## src/rtl/apb_pkg.sv

```systemverilog
// Shared APB definitions: requester state encoding and default bus widths.
// Imported by the requester and by the APB slave.
package apb_pkg;

   typedef enum logic [1:0] {
      IDLE,
      SETUP,
      ACCESS,
      RESP
   } apb_req_state_e;

   localparam int APB_ADDR_W_DEF = 12;
   localparam int APB_DATA_W_DEF = 32;

endpackage

```

## src/rtl/apb_requester_if.sv

```systemverilog
// Command port, response port and APB signal set of the requester, bundled in one interface.
// The master view belongs to the requester; the slave view belongs to whoever drives commands and PREADY.
interface apb_requester_if
   import apb_pkg::*;
#(
   parameter int ADDR_W = APB_ADDR_W_DEF,
   parameter int DATA_W = APB_DATA_W_DEF
);

   logic              cmd_valid;
   logic              cmd_ready;
   logic              cmd_write;
   logic [ADDR_W-1:0] cmd_addr;
   logic [DATA_W-1:0] cmd_wdata;

   logic              rsp_valid;
   logic              rsp_ready;
   logic [DATA_W-1:0] rsp_rdata;
   logic              rsp_timeout;

   logic [ADDR_W-1:0] PADDR;
   logic              PWRITE;
   logic              PSELx;
   logic              PENABLE;
   logic [DATA_W-1:0] PWDATA;
   logic [DATA_W-1:0] PRDATA;
   logic              PREADY;

   modport master (
      input  cmd_valid, cmd_write, cmd_addr, cmd_wdata, rsp_ready, PRDATA, PREADY,
      output cmd_ready, rsp_valid, rsp_rdata, rsp_timeout,
             PADDR, PWRITE, PSELx, PENABLE, PWDATA
   );

   modport slave (
      output cmd_valid, cmd_write, cmd_addr, cmd_wdata, rsp_ready, PRDATA, PREADY,
      input  cmd_ready, rsp_valid, rsp_rdata, rsp_timeout,
             PADDR, PWRITE, PSELx, PENABLE, PWDATA
   );

endinterface

```

## src/rtl/apb_wait_timer.sv

```systemverilog
// Counts ACCESS wait states and flags the last allowed one; TIMEOUT=0 never expires.
// The counter saturates instead of wrapping.
module apb_wait_timer #(
   parameter int TIMEOUT = 16
) (
   input  logic PCLK,
   input  logic PRESETn,
   input  logic clr,
   input  logic inc,
   output logic expired
);

   localparam int CNT_W = (TIMEOUT < 1) ? 1 : $clog2(TIMEOUT + 1);
   localparam logic [CNT_W-1:0] LAST = CNT_W'((TIMEOUT < 1) ? 0 : TIMEOUT - 1);

   logic [CNT_W-1:0] wait_cnt;

   // NOTE: this codebase's reset is active-high, so the sensitivity is posedge PRESETn.
   always_ff @(posedge PCLK or posedge PRESETn) begin
      if (PRESETn) begin
         wait_cnt <= '0;
      end else if (clr) begin
         wait_cnt <= '0;
      end else if (inc && (wait_cnt != '1)) begin
         wait_cnt <= wait_cnt + 1'b1;
      end
   end

   assign expired = (TIMEOUT != 0) && (wait_cnt == LAST);

endmodule

```

## src/rtl/apb_requester.sv

```systemverilog
// APB initiator: one command in, one SETUP/ACCESS transfer out, one response back.
// A wait-state timeout aborts transfers to a slave that never raises PREADY.
module apb_requester
   import apb_pkg::*;
#(
   parameter int ADDR_W  = APB_ADDR_W_DEF,
   parameter int DATA_W  = APB_DATA_W_DEF,
   parameter int TIMEOUT = 16
) (
   input logic            PCLK,
   input logic            PRESETn,
   apb_requester_if.master bus
);

   apb_req_state_e state;
   logic           expired;
   logic           timer_clr;
   logic           timer_inc;

   assign timer_clr = (state == SETUP);
   assign timer_inc = (state == ACCESS) && !bus.PREADY && !expired;

   apb_wait_timer #(.TIMEOUT(TIMEOUT)) u_wait_timer (
      .PCLK    (PCLK),
      .PRESETn (PRESETn),
      .clr     (timer_clr),
      .inc     (timer_inc),
      .expired (expired)
   );

   // Ready depends on state alone so a command can never be combinationally looped back.
   assign bus.cmd_ready = (state == IDLE) && !PRESETn;

   // NOTE: every register here uses <= so all of them update together from pre-edge values.
   always_ff @(posedge PCLK or posedge PRESETn) begin
      if (PRESETn) begin
         state           <= IDLE;
         bus.PADDR       <= {ADDR_W{1'b0}};
         bus.PWRITE      <= 1'b0;
         bus.PSELx       <= 1'b0;
         bus.PENABLE     <= 1'b0;
         bus.PWDATA      <= {DATA_W{1'b0}};
         bus.rsp_valid   <= 1'b0;
         bus.rsp_rdata   <= {DATA_W{1'b0}};
         bus.rsp_timeout <= 1'b0;
      end else begin
         case (state)
            IDLE: begin
               if (bus.cmd_valid && bus.cmd_ready) begin
                  bus.PADDR   <= bus.cmd_addr;
                  bus.PWRITE  <= bus.cmd_write;
                  bus.PWDATA  <= bus.cmd_write ? bus.cmd_wdata : {DATA_W{1'b0}};
                  bus.PSELx   <= 1'b1;
                  bus.PENABLE <= 1'b0;
                  state       <= SETUP;
               end
            end
            SETUP: begin
               bus.PENABLE <= 1'b1;
               state       <= ACCESS;
            end
            ACCESS: begin
               // PREADY wins over an expiring counter on the same edge.
               if (bus.PREADY || expired) begin
                  bus.rsp_rdata   <= (bus.PREADY && !bus.PWRITE) ? bus.PRDATA : {DATA_W{1'b0}};
                  bus.rsp_timeout <= !bus.PREADY;
                  bus.PSELx       <= 1'b0;
                  bus.PENABLE     <= 1'b0;
                  bus.rsp_valid   <= 1'b1;
                  state           <= RESP;
               end
            end
            RESP: begin
               if (bus.rsp_ready) begin
                  bus.rsp_valid <= 1'b0;
                  state         <= IDLE;
               end
            end
            default: state <= IDLE;
         endcase
      end
   end

endmodule

```

## src/flat_wrapper.sv

```systemverilog
// flat-port wrapper written by rule: the top's interface ports become plain ports
module apb_requester_flat import apb_pkg::*;
#(
   parameter int ADDR_W  = APB_ADDR_W_DEF,
   parameter int DATA_W  = APB_DATA_W_DEF,
   parameter int TIMEOUT = 16
)
  (PCLK, PRESETn, bus_cmd_valid, bus_cmd_write, bus_cmd_addr, bus_cmd_wdata, bus_rsp_ready, bus_PRDATA, bus_PREADY, bus_cmd_ready, bus_rsp_valid, bus_rsp_rdata, bus_rsp_timeout, bus_PADDR, bus_PWRITE, bus_PSELx, bus_PENABLE, bus_PWDATA);
  apb_requester_if #(.ADDR_W(ADDR_W), .DATA_W(DATA_W)) bus_i ();
  input logic PCLK;
  input logic PRESETn;
  input wire logic [$bits(bus_i.cmd_valid)-1:0] bus_cmd_valid;
  input wire logic [$bits(bus_i.cmd_write)-1:0] bus_cmd_write;
  input wire logic [$bits(bus_i.cmd_addr)-1:0] bus_cmd_addr;
  input wire logic [$bits(bus_i.cmd_wdata)-1:0] bus_cmd_wdata;
  input wire logic [$bits(bus_i.rsp_ready)-1:0] bus_rsp_ready;
  input wire logic [$bits(bus_i.PRDATA)-1:0] bus_PRDATA;
  input wire logic [$bits(bus_i.PREADY)-1:0] bus_PREADY;
  output wire logic [$bits(bus_i.cmd_ready)-1:0] bus_cmd_ready;
  output wire logic [$bits(bus_i.rsp_valid)-1:0] bus_rsp_valid;
  output wire logic [$bits(bus_i.rsp_rdata)-1:0] bus_rsp_rdata;
  output wire logic [$bits(bus_i.rsp_timeout)-1:0] bus_rsp_timeout;
  output wire logic [$bits(bus_i.PADDR)-1:0] bus_PADDR;
  output wire logic [$bits(bus_i.PWRITE)-1:0] bus_PWRITE;
  output wire logic [$bits(bus_i.PSELx)-1:0] bus_PSELx;
  output wire logic [$bits(bus_i.PENABLE)-1:0] bus_PENABLE;
  output wire logic [$bits(bus_i.PWDATA)-1:0] bus_PWDATA;
  assign bus_i.cmd_valid = bus_cmd_valid;
  assign bus_i.cmd_write = bus_cmd_write;
  assign bus_i.cmd_addr = bus_cmd_addr;
  assign bus_i.cmd_wdata = bus_cmd_wdata;
  assign bus_i.rsp_ready = bus_rsp_ready;
  assign bus_i.PRDATA = bus_PRDATA;
  assign bus_i.PREADY = bus_PREADY;
  assign bus_cmd_ready = bus_i.cmd_ready;
  assign bus_rsp_valid = bus_i.rsp_valid;
  assign bus_rsp_rdata = bus_i.rsp_rdata;
  assign bus_rsp_timeout = bus_i.rsp_timeout;
  assign bus_PADDR = bus_i.PADDR;
  assign bus_PWRITE = bus_i.PWRITE;
  assign bus_PSELx = bus_i.PSELx;
  assign bus_PENABLE = bus_i.PENABLE;
  assign bus_PWDATA = bus_i.PWDATA;
  apb_requester #(.ADDR_W(ADDR_W), .DATA_W(DATA_W), .TIMEOUT(TIMEOUT)) u_core (.PCLK(PCLK), .PRESETn(PRESETn), .bus(bus_i));
endmodule
```

## config.mk

```make
export PLATFORM = sky130hd
export DESIGN_NAME = apb_requester_flat
export DESIGN_NICKNAME = d
export VERILOG_FILES = /design/src/rtl/apb_pkg.sv /design/src/rtl/apb_requester_if.sv /design/src/rtl/apb_wait_timer.sv /design/src/rtl/apb_requester.sv /design/src/flat_wrapper.sv
export SDC_FILE = /design/constraint.sdc
export NUM_CORES = 1
export LEC_CHECK = 0
export BUFFER_PORTS_ARGS = -buffer_cell sky130_fd_sc_hd__buf_2
export CAP_MARGIN = 25
export CORE_MARGIN = 2
export CORE_UTILIZATION = 45
export DETAILED_ROUTE_END_ITERATION = 8
export PLACE_DENSITY = 0.74
export SETUP_SLACK_MARGIN = 0.15
export SLEW_MARGIN = 20
export SYNTH_ARGS = -nofsm -noshare
export SYNTH_HDL_FRONTEND = slang
export SYNTH_HIERARCHICAL = 1
export SYNTH_SLANG_ARGS = --single-unit
```

## constraint.sdc

```tcl
create_clock -name PCLK -period 8.05 [get_ports PCLK]
set_clock_uncertainty 0.2 [all_clocks]
set_input_delay 1.61 -clock PCLK [delete_from_list [all_inputs] [get_ports PCLK]]
set_output_delay 1.61 -clock PCLK [all_outputs]
set_load 0.02 [all_outputs]
```

==> results.ini <==
[status]
status = completed

[floorplanning]
io_pins = 164
die_area_um2 = 9105
die_h_um = 95.42
die_x_um = 95.42
start_util_pct = 46.01
core_area_um2 = 8175
fp-row-count = 33

[clock_tree]
clock-root-buffer = clkbuf_8
post_cts.repair.setup_buffers = 0
insertion_delay_ps = 330
cts_tree = done
postCtsResizedCells = 0
clockBufferDepth = 2
cts_buffers = 9
clock-sinks = 88
hold_buffers = 0
cts.clk_slew.worst_paths_ps = 80
cts_htree_levels = 3

[cells_and_area]
syn_to_final_growth_pct = 26.68
final_area_um2 = 4765
drive_gt1_share_pct = 38.78
num_antenna_cells = 0
nets = 611
instances_no_fill = 631

[synth]
netlist_top_cells_area = dfrtp_1, nand2_1, mux2_4
async_flop_share_pct = 100.0
synth-edff-count = 0
netlist_instances = 367
synth_ff_type = dfrtp_1
syn_nets = 457
yosys.cell_types.count = 34
synth_top_area_share_pct = 58.55
synth_seq_area_share_pct = 58.55
syn_area_per_cell_um2 = 10.25
synth-seq-cells = 88
yosys_warnings = 6
syn_area_um2 = 3761
synth_top_area_cell = dfrtp_1

[grt]
grt_overflow = 0
grt_pass1_vias = 2751
grt_max_degree = 79
grtUsageTotal_pct = 17.56
grt_first_pass_wirelength_um = 12360
grt_antenna_before_repair = 0

[place]
dp_hpwl_um = 5798
place.port_buffers = 163
place_congestion = 0.7799
placed_cells = 615
place_area_um2 = 4594

[sta]
finalCritPeriodShare_pct = 48.50
slew_headroom_pct = 47.19
rsz0062_at_grt = false
hold_viol = 0
worstMarginPinSlew_ps = 792.1
fin_crit_ps = 3904
setup_viol = 0
report.final.slew_viol_count = 0
tns_ps = 0
fmax_mhz = 256.2

[route]
drc = 0
drt_iter0_drc = 100
first_pass_iters = 4
vias_per_cell = 4.667
ant_nets = 0
drt_wl_total_um = 7953
vias = 2945
post_drt_wl_per_cell_um = 12.60

[worst_setup_path]
cp_slowest_cell = and2b_2
worstPathCellList = buf_2 -> and2b_2 -> buf_2
end_kind = output port
crit_top_cell = buf_2
critPathArrivalTime_ps = 2090
cp_max_fo = 5
crit_required_ps = 6240
slowest_delay_ps = 210
crit_buf_inv = 2
cp_top_family = buffers and inverters
criticalPathCategory = in2out
setup.worst_path.start_class = input pin

[power]
p_sw_share_pct = 42.58
combPwrFrac_pct = 45.8
intPower_w = 0.001092
power.switching_w = 0.0008095
clockPowerShare_pct = 13.9
power_leakage_nw = 2.598
power.density_nw_per_um2 = 399.0
ir_drop_mv = 0.1806
seq_power_share_pct = 40.3
total_power_w = 0.001901

[run]
maxCapViolCount = 0

[min_path]
hold_path_class = reg2reg

-- Yosys cell counts (2+ instances only) --
| library cell | number |
|---|---|
| mux2_4 | 14 |
| ha_1 | 8 |
| clkbuf_1 | 9 |
| nand2_1 | 129 |
| o21ai_0 | 27 |
| o21ai_1 | 40 |
| a21oi_1 | 2 |
| dfrtp_1 | 88 |
| buf_6 | 5 |
| nor2b_1 | 3 |
| nor2_1 | 5 |
| buf_4 | 7 |
| inv_1 | 7 |
| buf_2 | 2 |
| mux2i_1 | 2 |
-- routing by layer --
metal / track usage [%] / vias up / share of wire [%]
li1: - / 1498 / -
met1: 21.68 / 1317 / 43
met2: 28.93 / 122 / 47
met3: 5.534 / 8 / 9.1
met4: 6.667 / 0 / 1.0
met5: 0 / - / 0
-- worst paths after layout --
check	from	to	slack (ps)	cells past startpoint
min in group asynchronous	PRESETn	u_core/u_wait_timer/wait_cnt[1]	1010	2
setup / recovery	PRESETn	bus_cmd_ready	4150	3
hold reg to reg	u_core/bus.PWDATA[23]	u_core/bus.PWDATA[23]	280	2
max in group asynchronous	PRESETn	u_core/bus.PWDATA[2]	5490	3
setup reg to reg	u_core/u_wait_timer/wait_cnt[0]	u_core/u_wait_timer/wait_cnt[3]	5620	7
hold / removal	u_core/bus.PWDATA[23]	u_core/bus.PWDATA[23]	280	2
-- placed cells by master, fill, tap and decap left out, types with 2 or more instances in the layout --
master,synthesis,final
mux2_4,14,14
clkinv_2,0,3
o21ai_0,27,27
inv_6,0,2
buf_4,7,3
nor2b_1,3,2
nand2_1,129,129
dfrtp_1,88,88
nor2_1,5,5
buf_2,2,163
nor2b_4,1,2
inv_1,7,6
clkbuf_8,0,9
o21ai_1,40,40
mux2i_1,2,2
clkinvlp_4,0,2
ha_1,8,8
a21oi_1,2,2
-- tightest hold or removal path, cell delays in order, from the launching register on --
cell and delay [ps]:
dfrtp_1 350, nand2_1 40, o21ai_0 60
-- power groups by stage --
| stage | logic (W) | registers, W | clock network (W) |
|---|---|---|---|
| finish | 0.000871 | 0.000766 | 0.000265 |
| global route | 0.000957 | 0.000795 | 0.000297 |
| CTS | 0.000881 | 0.000769 | 0.000276 |
| detailed placement | 0.000883 | 0.000773 | 0 |
| global placement | 0.000858 | 0.000761 | 0 |
| floorplan | 0.000340 | 0.00102 | 0 |
-- flip-flops by register name (all words and copies together), names as in the netlist --
name / flops
u_core/bus.PENABLE: 1
u_core/bus.rsp_rdata: 32
u_core/state: 2
u_core/bus.PADDR: 12
u_core/bus.PWDATA: 32
u_core/bus.PWRITE: 1
u_core/bus.rsp_timeout: 1
u_core/bus.rsp_valid: 1
u_core/u_wait_timer/wait_cnt: 5
u_core/bus.PSELx: 1
-- kinds of logic after synthesis --
kind of cell	Yosys count	synth area share [%]
multiplexers	18	6.720
XOR/XNOR	2	0.4658
flip-flops	88	58.55
buffers and inverters	30	4.757
AO/OA/AOI/OAI	74	10.31
AND/OR/NAND/NOR	147	16.53
adder cells (fa/ha/maj)	8	2.661
-- metrics by stage --
step           utilization [%]  setup WS (ps)  hold slack, ps
4_1_cts                  58.28           4143           285.0
6_report                 58.28           4146           279.2
2_1_floorplan                -           4103           312.9
3_5_place_dp             56.20           4147           264.8
5_1_grt                  58.28           4116           308.5
3_3_place_gp             56.14           4154           256.3
-- cell type report --
| class | instances | area (µm²) |
|---|---|---|
| multi-input cells | 249 | 1395 |
| inverters | 7 | 27.53 |
| flip-flops and latches | 88 | 2202 |
| clock buffers | 10 | 127.6 |
| clock inverters | 6 | 42.54 |
| fillers | 733 | 3411 |
| well taps | 105 | 131.4 |
| repair buffers | 166 | 838.3 |
Note: power is estimated with default switching activity, not from simulation.
